**config.mk**
```make
export PLATFORM = sky130hd
export DESIGN_NAME = fifo_rptr_empty_flat
export DESIGN_NICKNAME = d
export VERILOG_FILES = /design/src/rtl/fifo_pkg.sv /design/src/rtl/fifo_rptr_empty_if.sv /design/src/rtl/fifo_rptr_empty_sync_w2r.sv /design/src/rtl/fifo_rptr_empty.sv /design/src/flat_wrapper.sv
export SDC_FILE = /design/constraint.sdc
export NUM_CORES = 1
export LEC_CHECK = 0
export ABC_AREA = 0
export CAP_MARGIN = 25
export CORE_UTILIZATION = 45
export DETAILED_ROUTE_END_ITERATION = 8
export MAX_ROUTING_LAYER = met4
export PLACE_DENSITY_LB_ADDON = 0.25
export SETUP_SLACK_MARGIN = 0.4
export SYNTH_ARGS = -nofsm -noshare
export SYNTH_HDL_FRONTEND = slang
export SYNTH_SLANG_ARGS = --single-unit
```
**constraint.sdc**
```tcl
create_clock -name r_Clk -period 2.4 [get_ports r_Clk]
set_clock_uncertainty 0.05 [all_clocks]
set_input_delay 0.48 -clock r_Clk [delete_from_list [all_inputs] [get_ports r_Clk]]
set_output_delay 0.48 -clock r_Clk [all_outputs]
set_load 0.005 [all_outputs]
```
**src/rtl/fifo_pkg.sv**
```systemverilog
// Shared FIFO definitions: default address width, pointer width and the
// Gray/binary conversions used by both the read-side and write-side control.
package fifo_pkg;

  localparam int ADDRESS_SIZE = 3;
  localparam int PTR_WIDTH    = ADDRESS_SIZE + 1;

  // Conversions work on 32-bit values; callers zero-extend and truncate, so
  // one definition serves every pointer width.
  function automatic logic [31:0] bin2gray(input logic [31:0] b);
    return b ^ (b >> 1);
  endfunction

  function automatic logic [31:0] gray2bin(input logic [31:0] g);
    logic [31:0] b;
    b = g;
    for (int i = 1; i < 32; i++) b = b ^ (g >> i);
    return b;
  endfunction

endpackage

```
**src/rtl/fifo_rptr_empty_if.sv**
```systemverilog
// Read-side FIFO control bundle: read request and write pointer in, read
// address, Gray read pointer, empty/occupancy status out.
interface fifo_rptr_empty_if
  import fifo_pkg::*;
#(
  parameter int address_Size = ADDRESS_SIZE
);

  logic                    r_Inc;
  logic [address_Size:0]   w_Ptr;
  logic [address_Size-1:0] r_Addr;
  logic [address_Size:0]   r_Ptr;
  logic                    r_Empty;
  logic [address_Size:0]   r_Count;
  logic                    r_AlmostEmpty;

  modport master (
    output r_Inc, w_Ptr,
    input  r_Addr, r_Ptr, r_Empty, r_Count, r_AlmostEmpty
  );

  modport slave (
    input  r_Inc, w_Ptr,
    output r_Addr, r_Ptr, r_Empty, r_Count, r_AlmostEmpty
  );

endinterface

```
**src/rtl/fifo_rptr_empty_sync_w2r.sv**
```systemverilog
// Two-flop synchronizer bringing the Gray write pointer into the read clock
// domain. Only one bit changes per write, so each stage samples a valid code.
module sync_w2r
  import fifo_pkg::*;
#(
  parameter int address_Size = ADDRESS_SIZE
) (
  input  logic                  r_Clk,
  input  logic                  r_Rst,
  input  logic [address_Size:0] w_Ptr,
  output logic [address_Size:0] rsync_Wptr
);

  logic [address_Size:0] stage1;

  // NOTE: sequential state uses non-blocking assignments so both stages
  // sample their inputs from before the edge and form a true two-flop chain.
  always_ff @(posedge r_Clk or negedge r_Rst) begin
    if (!r_Rst) begin
      stage1     <= '0;
      rsync_Wptr <= '0;
    end else begin
      stage1     <= w_Ptr;
      rsync_Wptr <= stage1;
    end
  end

endmodule

```
**src/rtl/fifo_rptr_empty.sv**
```systemverilog
// Read-domain async FIFO control: read pointers, RAM read address, registered
// empty flag and occupancy. Optional almost-empty flag under ALMOST_EMPTY_EN.
module fifo_rptr_empty
  import fifo_pkg::*;
#(
  parameter int address_Size = ADDRESS_SIZE
`ifdef ALMOST_EMPTY_EN
  , parameter int AE_THRESH = 1
`endif
) (
  input  logic               r_Clk,
  input  logic               r_Rst,
  fifo_rptr_empty_if.slave   bus
);

  localparam int PW = address_Size + 1;

  logic [PW-1:0] rbin;
  logic [PW-1:0] rgray;
  logic          empty;
  logic [PW-1:0] count;
  logic [PW-1:0] wsync;

  logic          rinc_eff;
  logic [PW-1:0] rbin_next;
  logic [PW-1:0] rgray_next;
  logic [PW-1:0] wbin;
  logic [PW-1:0] count_next;

  sync_w2r #(.address_Size(address_Size)) u_sync (
    .r_Clk      (r_Clk),
    .r_Rst      (r_Rst),
    .w_Ptr      (bus.w_Ptr),
    .rsync_Wptr (wsync)
  );

  // NOTE: every signal gets a value on every path through always_comb, so
  // no latch can be inferred.
  always_comb begin
    rinc_eff   = bus.r_Inc & ~empty;
    rbin_next  = rbin + PW'(rinc_eff);
    rgray_next = PW'(bin2gray(32'(rbin_next)));
    wbin       = PW'(gray2bin(32'(wsync)));
    // Wrapping subtraction yields occupancy even across the pointer MSB toggle.
    count_next = wbin - rbin_next;
  end

  always_ff @(posedge r_Clk or negedge r_Rst) begin
    if (!r_Rst) begin
      rbin  <= '0;
      rgray <= '0;
      empty <= 1'b1;
      count <= '0;
    end else begin
      rbin  <= rbin_next;
      rgray <= rgray_next;
      empty <= (rgray_next == wsync);
      count <= count_next;
    end
  end

`ifdef ALMOST_EMPTY_EN
  logic almost_empty;

  always_ff @(posedge r_Clk or negedge r_Rst) begin
    if (!r_Rst) almost_empty <= 1'b1;
    else        almost_empty <= (count_next <= PW'(AE_THRESH));
  end

  assign bus.r_AlmostEmpty = almost_empty;
`else
  assign bus.r_AlmostEmpty = 1'b0;
`endif

  assign bus.r_Addr  = rbin[address_Size-1:0];
  assign bus.r_Ptr   = rgray;
  assign bus.r_Empty = empty;
  assign bus.r_Count = count;

endmodule

```
**src/flat_wrapper.sv**
```systemverilog
// flat-port wrapper written by rule: the top's interface ports become plain ports
module fifo_rptr_empty_flat import fifo_pkg::*;
#(
  parameter int address_Size = ADDRESS_SIZE

)
  (r_Clk, r_Rst, bus_r_Inc, bus_w_Ptr, bus_r_Addr, bus_r_Ptr, bus_r_Empty, bus_r_Count, bus_r_AlmostEmpty);
  fifo_rptr_empty_if #(.address_Size(address_Size)) bus_i ();
  input  logic r_Clk;
  input  logic r_Rst;
  input wire logic [$bits(bus_i.r_Inc)-1:0] bus_r_Inc;
  input wire logic [$bits(bus_i.w_Ptr)-1:0] bus_w_Ptr;
  output wire logic [$bits(bus_i.r_Addr)-1:0] bus_r_Addr;
  output wire logic [$bits(bus_i.r_Ptr)-1:0] bus_r_Ptr;
  output wire logic [$bits(bus_i.r_Empty)-1:0] bus_r_Empty;
  output wire logic [$bits(bus_i.r_Count)-1:0] bus_r_Count;
  output wire logic [$bits(bus_i.r_AlmostEmpty)-1:0] bus_r_AlmostEmpty;
  assign bus_i.r_Inc = bus_r_Inc;
  assign bus_i.w_Ptr = bus_w_Ptr;
  assign bus_r_Addr = bus_i.r_Addr;
  assign bus_r_Ptr = bus_i.r_Ptr;
  assign bus_r_Empty = bus_i.r_Empty;
  assign bus_r_Count = bus_i.r_Count;
  assign bus_r_AlmostEmpty = bus_i.r_AlmostEmpty;
  fifo_rptr_empty #(.address_Size(address_Size)) u_core (.r_Clk(r_Clk), .r_Rst(r_Rst), .bus(bus_i));
endmodule
```
==> flow_summary.json <==
{
  "dp_hpwl_um": 930,
  "worstSetupPathType": "flop to flop",
  "drv_cap": 0,
  "syn_nets": 80,
  "dominantRegCellSynth": "dfrtp_1",
  "synth_seq_cells": 20,
  "period_minus_slack_ns": 1.94,
  "via_per_inst": 4.78,
  "wirelength_mm": 1.51,
  "die_area_sq_mm": 0.00212,
  "netlist_area_sq_um": 873,
  "cts_buffers": 3,
  "netlist.area_leader.share": 0.544,
  "hold_path_class": "input pin to async pin",
  "multi_input_area_sq_um": 427,
  "ys_seq_area_frac": 0.574,
  "dr.pass1.iters": 4,
  "post_route_cells_drive_above_1_share": 0.289,
  "cp_slowest_cell": "dfrtp_1",
  "layout.nets": 110,
  "max_freq_mhz": 517,
  "fp-row-count": 15,
  "end_kind": "flop",
  "netlist_instances": 68,
  "io_pins": 20,
  "yosys_warnings": 0,
  "setup_viol": 0,
  "powerDensity_mw_per_mm2": 1340,
  "diodes": 0,
  "cp_slowest_stage_delay_ns": 0.43,
  "worst_path_dominant_cell_family": "XOR/XNOR gates",
  "rsz0062_at_grt": "yes",
  "area.growth.synth_to_final_pct": 44.8,
  "portBuffers": 18,
  "critPathLaunchType": "flop",
  "overflow": 0,
  "worst-path-max-fanout": 4,
  "initialDrtViolationCount": 7,
  "clockBufferDepth": 2,
  "grt_pass1_vias": 524,
  "clock_latency_ns": 0.31,
  "cp_cell_sequence": "xor2_2 -> xnor2_2 -> xor2_2 -> ha_4 -> nand2b_4 -> a22oi_2 -> o21ai_1 -> nand3_1 -> xnor2_1",
  "grt_max_degree": 19,
  "grt.total_usage": 0.158,
  "power_mw": 1.69,
  "p_leak_nw": 0.561,
  "ir_worst_vdd_uv": 864,
  "tns_ns": 0,
  "clock_sinks": 20,
  "cts_root_buffer": "clkbuf_4",
  "final.fill_count": 137,
  "ys_top_cells_by_area": "dfrtp_1, xor2_1, ha_1, xnor2_1, xor2_4",
  "htree_num_levels": 1,
  "ant_nets": 0,
  "cpMostUsedCell": "xor2_2",
  "synth_top_area_cell": "dfrtp_1",
  "postSynthAreaPerCell_sq_um": 12.8,
  "dr_total_vias": 583,
  "synth_edf_count": 0,
  "die_w_um": 46.1,
  "antenna_found_initial": 0,
  "cts_tree": "built",
  "regArea_sq_um": 502,
  "die_y_um": 46.1,
  "post-route-period-util": 0.806,
  "hold_buffers": 0,
  "worst-path-buf-inv": 0,
  "start_util": 0.495,
  "outcome": "finished, final reports clean",
  "drt-wirelength-per-cell_um": 12.4,
  "synth_common_cells": "dfrtp_1, xor2_1, xnor2_1",
  "drcViolationCount": 0,
  "ys_types": 22,
  "final_max_slew_viol_count": 0,
  "place_congestion": 0.678,
  "arrival_ns": 2.08,
  "hold_violations": 0,
  "yosys.cell_count.top_type": "dfrtp_1",
  "clkTransAtPathRegs_ns": 0.11,
  "synthArstFlopShare": 1.00,
  "grt_pass1_wl_mm": 2.18,
  "core-area_sq_mm": 0.00176,
  "required_ns": 2.55,
  "hold_ws_ns": 0.279
}
[area by class of cell]
cell class,count,area share
sequential,20,0.397
multi-input combinational,42,0.337
timing repair buffer,28,0.204
clock buffer,4,0.0287
tap,25,0.0247
inverter,3,0.00890
[state kept, by name (all words and copies together), names as in the netlist]
name and cells:
u_core.bus.r_Count 4, u_core.bus.r_Empty 1, u_core.rbin 4, u_core.u_sync.stage1 4
u_core.bus.r_Ptr 3, u_core.u_sync.rsync_Wptr 4
[cells in the final DEF, fill, tap and decap left out, drive strengths merged, types with 2 or more instances in the layout]
master	count
nand3	2
buf	10
mux2i	2
o21ai	2
xor2	10
nand2	4
dfrtp	19
inv	3
nand2b	2
xnor2	7
clkbuf	4
nor2	2
ha	5
clkdlybuf4s50	17
[worst reg2reg max path, delay by kind of cell (launching register included)]
kind	cells	cell delay, ns
AO/OA/AOI/OAI	2	0.14
adder cells (fa/ha/maj)	1	0.18
AND/OR/NAND/NOR	2	0.22
flip-flops	1	0.43
XOR/XNOR	4	0.82
[where the power goes]
group | internal (mW) | total, mW | switching (mW)
combinational | 0.556 | 0.965 | 0.409
clock | 0.0927 | 0.196 | 0.104
sequential | 0.455 | 0.530 | 0.0750
[worst paths after layout]
kind                                        startpoint                           to  slack, ns  depth (start not counted)
max reg2reg                u_core.u_sync.rsync_Wptr[2]        u_core.bus.r_Count[3]       0.46                          9
max                        u_core.u_sync.rsync_Wptr[2]        u_core.bus.r_Count[3]       0.46                          9
min in group r_Clk             u_core.u_sync.stage1[3]  u_core.u_sync.rsync_Wptr[3]       0.31                          0
min reg2reg                    u_core.u_sync.stage1[3]  u_core.u_sync.rsync_Wptr[3]       0.31                          0
max in group asynchronous                        r_Rst           u_core.bus.r_Empty       1.52                          2
min                                              r_Rst          u_core.bus.r_Ptr[1]       0.28                          1
[routing by layer]
layer	GRT usage	vias to the layer above	share of wire
li1	-	271	-
met5	-	-	0
met3	0.0235	5	0.043
met2	0.256	21	0.51
met1	0.179	286	0.42
met4	0.106	0	0.028
[through the flow]
step	util	worst slack, ns	area [sq um]	instances
5_1_grt	0.717	0.314	1260	122
3_5_place_dp	0.627	-0.0364	1110	113
2_1_floorplan	-	0.402	877	68
4_1_cts	0.660	0.401	1160	117
6_report	0.717	0.464	1260	122
3_3_place_gp	0.627	-0.0219	1110	113
[repair_timing]
| action | CTS | global route |
|---|---|---|
| resized for setup | 6 | 10 |
| endpoints found under the setup margin | 3 | 3 |
| setup buffers | 0 | 5 |
| pin swaps | 2 | 9 |
| gates cloned | 0 | 0 |
[kinds of logic (layout without fill, tap and decap cells)]
family          count (synthesis)  after routing  synth area share
compound gates                  4              4            0.0272
xor+xnor                       17             17             0.192
fa+ha+maj                       5              5            0.0716
buf+inv                         6             35            0.0315
flops                          20             20             0.575
mux                             2              2            0.0229
other cells                     1              1           0.00429
simple gates                   13             13            0.0759
Power figures use the tool's default switching activity.
